## config.mk

```make
export PLATFORM = sky130hd
export DESIGN_NAME = db4_poly_sched
export DESIGN_NICKNAME = d
export VERILOG_FILES = /design/src/rtl/db4_poly_sched_pkg.sv /design/src/rtl/db4_poly_sched_pair_collect.sv /design/src/rtl/db4_poly_sched.sv
export SDC_FILE = /design/constraint.sdc
export NUM_CORES = 1
export LEC_CHECK = 0
export ABC_AREA = 1
export CAP_MARGIN = 20
export CORE_AREA = 2 2 88 90
export DETAILED_ROUTE_END_ITERATION = 6
export DIE_AREA = 0 0 90 92
export PLACE_DENSITY = 0.8
export SYNTH_ARGS = -nofsm -noshare
export SYNTH_HDL_FRONTEND = slang
export SYNTH_SLANG_ARGS = --single-unit
```

## constraint.sdc

```tcl
create_clock -name clk -period 6.06 [get_ports clk]
set_clock_uncertainty 0.15 [all_clocks]
set_input_delay 0.909 -clock clk [delete_from_list [all_inputs] [get_ports clk]]
set_output_delay 0.909 -clock clk [all_outputs]
set_load 0.05 [all_outputs]
```

## src/rtl/db4_poly_sched_pkg.sv

```systemverilog
// Shared definitions for the DB4 polyphase scheduler: controller states,
// channel encodings and default widths/latency.
package db4_poly_sched_pkg;

   localparam int DEF_DW  = 8;
   localparam int DEF_YW  = 9;
   localparam int DEF_LAT = 2;
   localparam int CNT_W   = 4;

   localparam logic CH_A = 1'b0;
   localparam logic CH_B = 1'b1;

   typedef enum logic [1:0] {
      ST_IDLE,
      ST_ISSUE,
      ST_WAIT,
      ST_HOLD
   } state_t;

   // Round-robin pick: a tie goes to the channel that did not win last time.
   function automatic logic rr_pick(input logic full_a, input logic full_b, input logic last);
      if (full_a && full_b) return ~last;
      return full_a ? CH_A : CH_B;
   endfunction

endpackage

```

## src/rtl/db4_poly_sched_pair_collect.sv

```systemverilog
// Per-channel pair collector: gathers an even then an odd sample and
// refuses further samples until the pair is handed off.
module pair_collect
   import db4_poly_sched_pkg::*;
#(
   parameter int DW = DEF_DW
) (
   input  logic          clk,
   input  logic          reset,
   input  logic [DW-1:0] data,
   input  logic          valid,
   input  logic          clear,
   output logic          ready,
   output logic          full,
   output logic [DW-1:0] even,
   output logic [DW-1:0] odd
);

   logic phase;

   assign ready = ~full;

   // clear only arrives while full, so it never collides with an accept
   always_ff @(posedge clk or posedge reset) begin
      if (reset) begin
         even  <= '0;
         odd   <= '0;
         phase <= 1'b0;
         full  <= 1'b0;
      end else begin
         if (clear) full <= 1'b0;
         if (valid && !full) begin
            if (!phase) begin
               even  <= data;
               phase <= 1'b1;
            end else begin
               odd   <= data;
               phase <= 1'b0;
               full  <= 1'b1;
            end
         end
      end
   end

endmodule

```

## src/rtl/db4_poly_sched.sv

```systemverilog
// Two-channel scheduler that feeds full even/odd sample pairs into a shared
// fixed-latency polyphase filter core and holds each result for a handshake.
module db4_poly_sched
   import db4_poly_sched_pkg::*;
#(
   parameter int DW  = DEF_DW,
   parameter int YW  = DEF_YW,
   parameter int LAT = DEF_LAT
) (
   input  logic          clk,
   input  logic          reset,
   input  logic [DW-1:0] a_data,
   input  logic          a_valid,
   output logic          a_ready,
   input  logic [DW-1:0] b_data,
   input  logic          b_valid,
   output logic          b_ready,
   output logic          fil_start,
   output logic [DW-1:0] fil_even,
   output logic [DW-1:0] fil_odd,
   output logic          fil_chan,
   input  logic [YW-1:0] fil_y,
   output logic [YW-1:0] y_data,
   output logic          y_chan,
   output logic          y_valid,
   input  logic          y_ready
);

   state_t           state, state_next;
   logic             a_full, b_full;
   logic [DW-1:0]    a_even, a_odd, b_even, b_odd;
   logic             clr_a, clr_b;
   logic             grant, last_grant;
   logic             load, capture;
   logic [CNT_W-1:0] cnt;

   pair_collect #(.DW(DW)) u_col_a (
      .clk   (clk),
      .reset (reset),
      .data  (a_data),
      .valid (a_valid),
      .clear (clr_a),
      .ready (a_ready),
      .full  (a_full),
      .even  (a_even),
      .odd   (a_odd)
   );

   pair_collect #(.DW(DW)) u_col_b (
      .clk   (clk),
      .reset (reset),
      .data  (b_data),
      .valid (b_valid),
      .clear (clr_b),
      .ready (b_ready),
      .full  (b_full),
      .even  (b_even),
      .odd   (b_odd)
   );

   assign grant = rr_pick(a_full, b_full, last_grant);
   assign clr_a = fil_start && (fil_chan == CH_A);
   assign clr_b = fil_start && (fil_chan == CH_B);

   always_ff @(posedge clk or posedge reset) begin
      if (reset) state <= ST_IDLE;
      else       state <= state_next;
   end

   always_comb begin
      state_next = state;
      fil_start  = 1'b0;
      y_valid    = 1'b0;
      load       = 1'b0;
      capture    = 1'b0;
      case (state)
         ST_IDLE: begin
            if (a_full || b_full) begin
               load       = 1'b1;
               state_next = ST_ISSUE;
            end
         end
         ST_ISSUE: begin
            fil_start  = 1'b1;
            state_next = ST_WAIT;
         end
         ST_WAIT: begin
            if (cnt == '0) begin
               capture    = 1'b1;
               state_next = ST_HOLD;
            end
         end
         ST_HOLD: begin
            y_valid = 1'b1;
            if (y_ready) state_next = ST_IDLE;
         end
         default: state_next = ST_IDLE;
      endcase
   end

   // Operands stay latched until the next grant; the result only moves on capture.
   always_ff @(posedge clk or posedge reset) begin
      if (reset) begin
         fil_even   <= '0;
         fil_odd    <= '0;
         fil_chan   <= CH_A;
         last_grant <= CH_B;
         cnt        <= '0;
         y_data     <= '0;
         y_chan     <= CH_A;
      end else begin
         if (load) begin
            fil_even   <= (grant == CH_B) ? b_even : a_even;
            fil_odd    <= (grant == CH_B) ? b_odd  : a_odd;
            fil_chan   <= grant;
            last_grant <= grant;
         end
         if (fil_start) cnt <= CNT_W'(LAT - 1);
         else if (state == ST_WAIT && cnt != '0) cnt <= cnt - 1'b1;
         if (capture) begin
            y_data <= fil_y;
            y_chan <= fil_chan;
         end
      end
   end

endmodule

```

* Word-level counts from Yosys, hierarchy flattened *
Index checks and enable logic that the tools add are counted.

storage, ports and cells
  input port bits = 30
  output and inout bits = 31
  register bits = 70
  word-level logic and storage cells = 73

cells by class
  equal/unequal tests = 6
  reductions and logical operators = 18
  bitwise gates (word level) = 6
  add/sub/neg operators = 1
  muxes and demuxes = 26

operator list
  cell                   count
  $mux W1                18
  $mux W8                2
  $mux W4                2
  $pmux W2 S4            1
  $reduce_and A2 Y1      4
  $logic_and A1 B1 Y1    6
  $mux W2                3
  $ne A2 B2 Y1 const B   3
  $not A1 Y1             6
  $eq A2 B2 Y1 const B   2
  $logic_not A4 Y1       1
  $reduce_bool A4 Y1     1
  $sub A4 B1 Y4 const B  1
  $reduce_and A3 Y1      1
  $eq A2 B1 Y1 const B   1
  $logic_not A1 Y1       2
  $logic_not A2 Y1       1
  $reduce_bool A2 Y1     1
  $logic_or A1 B1 Y1     1

* Longest topological paths before layout *
  depth in word-level cells = 6
  depth in mapped cells = 7
  depth with buffers taken out = 7

* Hierarchy *
Synthesis repeated with hierarchy kept, for this count alone.

unflattened totals
  cell total of the unflattened synthesis = 389
  area, all modules = 3326.9 µm²

by module, submodules not included
  module          cells an instance  instances  seq. area each (µm²)  area each (µm²)
  db4_poly_sched  229                1          852.1                 1770.4
  pair_collect    80                 2          450.4                 778.2

* Worst setup path before layout *
OpenSTA, ideal clock, no wires.

  kind = flip-flop to output port
  from = register state[1]
  to = output fil_start
  arrival = 0.971 ns
  slack = 4.030 ns
  buffers on the path = 0
  stages on the path, launching flop included = 3
  required time = 5.001 ns
  cell sequence = dfrtp_1 -> inv_1 -> ha_1

on the way
  longest elaborated chain between the ends = 2

RTL lines
  element                 RTL line              text
  from (decl)             db4_poly_sched.sv:29  state_t state, state_next;
  from (signal assigned)  db4_poly_sched.sv:67  else state <= state_next;
  $eq A2 B1 Y1            db4_poly_sched.sv:76  case (state)
  $mux W1                 db4_poly_sched.sv:76
  to (decl)               db4_poly_sched.sv:18  output logic fil_start,

No other way between the ends.

* Worst setup path after layout *
Same ends and word-level chain as after synthesis.

==> load_flow_metrics.sql <==
INSERT INTO impl_metrics (metric_group, metric, value, unit) VALUES
('status', 'run_status', 'finished clean', ''),
('clock_tree', 'cts_made_buffers', '9', ''),
('worst_setup_path', 'criticalPathCategory', 'reg -> out', ''),
('sta', 'finalSetupTns', '0', 'ps'),
('yosys', 'syn-mean-instance-area', '8.71', 'sq um'),
('clock_tree', 'post_cts_resize_count', '0', ''),
('yosys', 'synth.lib_cells_used.distinct', '22', ''),
('placement', 'detailed_place_hpwl', '4860', 'microns'),
('detailed_routing', 'first_drt_iteration_drcs', '141', ''),
('detailed_routing', 'vias', '2576', ''),
('yosys', 'yosys_warn_count', '0', ''),
('worst_setup_path', 'path_max_fanout', '4', ''),
('cells_and_area', 'layout.cells.most_common', 'sky130_fd_sc_hd__nand2_1', ''),
('sta', 'period_minus_slack', '2980', 'ps'),
('sta', 'worst_slack', '3080', 'ps'),
('placement', 'final_gp_congestion', '0.826', ''),
('min_path', 'worstHoldPathType', 'reg -> reg', ''),
('global_route', 'grt_pass1_wl', '11700', 'microns'),
('global_route', 'grt_remaining_overflow', '0', ''),
('worst_setup_path', 'critical_path_required', '5000', 'ps'),
('cells_and_area', 'num_antenna_cells', '0', ''),
('clock_tree', 'tritoncts', 'built', ''),
('worst_setup_path', 'critPathSlowestCell', 'sky130_fd_sc_hd__clkdlybuf4s50_1', ''),
('detailed_routing', 'detail_route.first_pass.iterations', '4', ''),
('yosys', 'synth.cell_area', '3190', 'sq um'),
('worst_setup_path', 'cp.arrival', '1920', 'ps'),
('detailed_routing', 'route.met3.wl', '385', 'microns'),
('floorplanning', 'floorplan.initialDensity', '42.8', '%'),
('cells_and_area', 'post_route_cells_drive_above_1_share', '9.32', '%'),
('global_route', 'global_route.usage.total', '17.9', '%'),
('sta', 'hold_violations', '0', ''),
('yosys', 'sequential_to_total_area_share_from_yosys_stat', '55.0', '%'),
('sta', 'unrepaired_setup_endpoints_after_global_routing', 'false', ''),
('floorplanning', 'core_region_area', '7450', 'sq um'),
('detailed_routing', 'top_layer', 'met4', ''),
('pwr', 'p_per_area', '608', 'nW/um^2'),
('placement', 'number_of_input_and_output_port_buffers_inserted', '60', ''),
('sta', 'tightest_slew', '1050', 'ps'),
('job', 'drv_cap', '0', ''),
('yosys', 'syn_inst', '366', ''),
('yosys', 'syn-num-nets', '404', ''),
('worst_setup_path', 'worst_setup_path_start_kind', 'register', ''),
('cells_and_area', 'finish.net_count', '462', ''),
('sta', 'max-slew-margin-rel', '30.2', '%'),
('global_route', 'grt_antenna_before_repair', '0', ''),
('clock_tree', 'insertion_delay', '350', 'ps'),
('floorplanning', 'fp-row-count', '32', ''),
('pwr', 'vdd_ir_drop_max', '385', 'uV'),
('clock_tree', 'cts-htree-levels', '3', ''),
('clock_tree', 'cts_num_sinks', '70', ''),
('clock_tree', 'maximum_buffer_depth_of_the_clock_tree', '2', ''),
('detailed_routing', 'drtAntennaViolNets', '0', ''),
('sta', 'period_share', '49.1', '%'),
('detailed_routing', 'met1Wirelength', '2880', 'microns'),
('clock_tree', 'clk_root_buffer_cell', 'sky130_fd_sc_hd__clkbuf_8', ''),
('global_route', 'grt_start_max_net_pins', '71', ''),
('pwr', 'power.static_leakage', '2.00', 'nW'),
('floorplanning', 'ios', '61', ''),
('sta', 'timing.final.max_slew_violations', '0', ''),
('cells_and_area', 'most-common-layout-cells', 'sky130_fd_sc_hd__nand2_1, sky130_fd_sc_hd__dfrtp_1, sky130_fd_sc_hd__clkdlybuf4s50_1', ''),
('clock_tree', 'cts.clk_slew.worst_paths', '80', 'ps'),
('placement', 'pre_cts_slack', '3480', 'ps'),
('cells_and_area', 'areaGrowthSynthToFinish', '26.0', '%'),
('detailed_routing', 'met2_wirelength', '3520', 'microns'),
('worst_setup_path', 'crit_path_cell_trace', 'inv_1 > ha_1 > clkdlybuf4s50_1', ''),
('floorplanning', 'die_area', '8280', 'sq um'),
('worst_setup_path', 'worstSetupEndpointType', 'output pin', ''),
('detailed_routing', 'via_per_inst', '4.85', ''),
('sta', 'setup-violations-final', '0', ''),
('sta', 'achievable-frequency', '336', 'MHz'),
('clock_tree', 'post-cts-setup-buffers', '0', ''),
('floorplanning', 'die_w', '90', 'microns'),
('clock_tree', 'postCtsHoldBufs', '0', ''),
('detailed_routing', 'avgRoutedWirePerCell', '13.0', 'microns'),
('global_route', 'first_global_vias', '2481', ''),
('yosys', 'ys_seq_elements', '70', ''),
('detailed_routing', 'finalWirelength', '6910', 'microns'),
('detailed_routing', 'post-route-drc-count', '0', ''),
('floorplanning', 'floorplan.die.height', '92', 'microns'),
('worst_setup_path', 'crit_path_max_incr_delay', '810', 'ps');
-- Yosys cell counts --
cell / n / area [sq um]
sky130_fd_sc_hd__nand3_1: 10 / 50.1
sky130_fd_sc_hd__nand2_1: 102 / 383
sky130_fd_sc_hd__o21ai_1: 2 / 10.0
sky130_fd_sc_hd__inv_2: 2 / 7.51
sky130_fd_sc_hd__dfrtp_1: 69 / 1730
sky130_fd_sc_hd__buf_8: 2 / 30.0
sky130_fd_sc_hd__nor2_1: 21 / 78.8
sky130_fd_sc_hd__buf_2: 4 / 20.0
sky130_fd_sc_hd__ha_1: 8 / 100
sky130_fd_sc_hd__inv_1: 53 / 199
sky130_fd_sc_hd__or2_1: 2 / 12.5
sky130_fd_sc_hd__buf_6: 3 / 33.8
sky130_fd_sc_hd__nor2_4: 2 / 22.5
sky130_fd_sc_hd__a21oi_1: 2 / 10.0
sky130_fd_sc_hd__dfstp_2: 1 / 26.3
sky130_fd_sc_hd__or2_2: 1 / 6.26
sky130_fd_sc_hd__buf_4: 1 / 7.51
sky130_fd_sc_hd__o21ai_2: 16 / 140
sky130_fd_sc_hd__o21ai_0: 59 / 295
sky130_fd_sc_hd__nand4_1: 1 / 6.26
sky130_fd_sc_hd__clkbuf_1: 4 / 15.0
sky130_fd_sc_hd__xor2_1: 1 / 8.76
-- flip-flops by register name, indices dropped and copies added, names as in the netlist --
signal         flops
state              2
u_col_a.phase      1
u_col_a.even       8
u_col_b.odd        8
u_col_a.odd        8
fil_odd            8
y_chan             1
fil_chan           1
y_data             9
u_col_b.full       1
u_col_b.even       8
cnt                4
u_col_b.phase      1
u_col_a.full       1
last_grant         1
fil_even           8
-- routing by layer --
| metal | GRT usage [%] | vias up |
|---|---|---|
| met1 | 20.4 | 1230 |
| li1 | - | 1254 |
| met5 | 0 | - |
| met3 | 5.92 | 16 |
| met2 | 31.8 | 76 |
| met4 | 5.51 | 0 |
-- power breakdown --
part | switching [mW] | leakage, nW | internal, mW | total [mW]
Clock | 0.177 | 0.102 | 0.200 | 0.376
Combinational | 0.832 | 1.03 | 0.402 | 1.23
Sequential | 0.139 | 0.869 | 0.695 | 0.834
Total | 1.15 | 2.00 | 1.30 | 2.44
-- final cells by class --
class / instances / area [sq um]
clock buffer: 10 / 138
inverter: 55 / 206
timing repair buffer: 61 / 608
fill: 690 / 3430
multi-input combinational: 227 / 1120
sequential: 70 / 1750
clock inverter: 6 / 61.3
tap: 102 / 128
-- metrics by stage --
step                      cells  cell area, sq um  hold WS (ps)  total power, mW  util [%]
after floorplan             366              3190           303             1.73         -
after global placement      515              3820           318             2.02      51.3
after detailed placement    515              3820           318             2.08      51.3
after CTS                   531              4020           336             2.46      53.9
after global routing        531              4020           362             2.63      53.9
final                       531              4020           334             2.44      53.9
-- logic make-up after synthesis --
| group | count (synthesis) | synth area share, % |
|---|---|---|
| AND/OR/NAND/NOR | 139 | 17.5 |
| AO/OA/AOI/OAI | 79 | 14.3 |
| flip-flops | 70 | 55.0 |
| buffers and inverters | 69 | 9.81 |
| adder cells (fa/ha/maj) | 8 | 3.14 |
| XOR/XNOR | 1 | 0.275 |
-- critical path: cells and delay by family (launching register included) --
family / cells / cell delay (ps)
fa+ha+maj: 1 / 200
flops: 1 / 420
buf+inv: 2 / 950
-- path summary, 6_finish.rpt --
path | to | start | depth (start not counted) | slack, ps
min in group asynchronous | y_data[7] | reset | 3 | 980
worst max register to register | fil_odd[6] | state[0] | 6 | 4070
max in group asynchronous | fil_odd[4] | reset | 3 | 4200
worst min-delay path | u_col_b.even[7] | u_col_b.even[7] | 2 | 330
worst min register to register | u_col_b.even[7] | u_col_b.even[7] | 2 | 330
worst max-delay path | fil_start | state[1] | 3 | 3080
No activity file was read; power rests on OpenSTA's default activity.
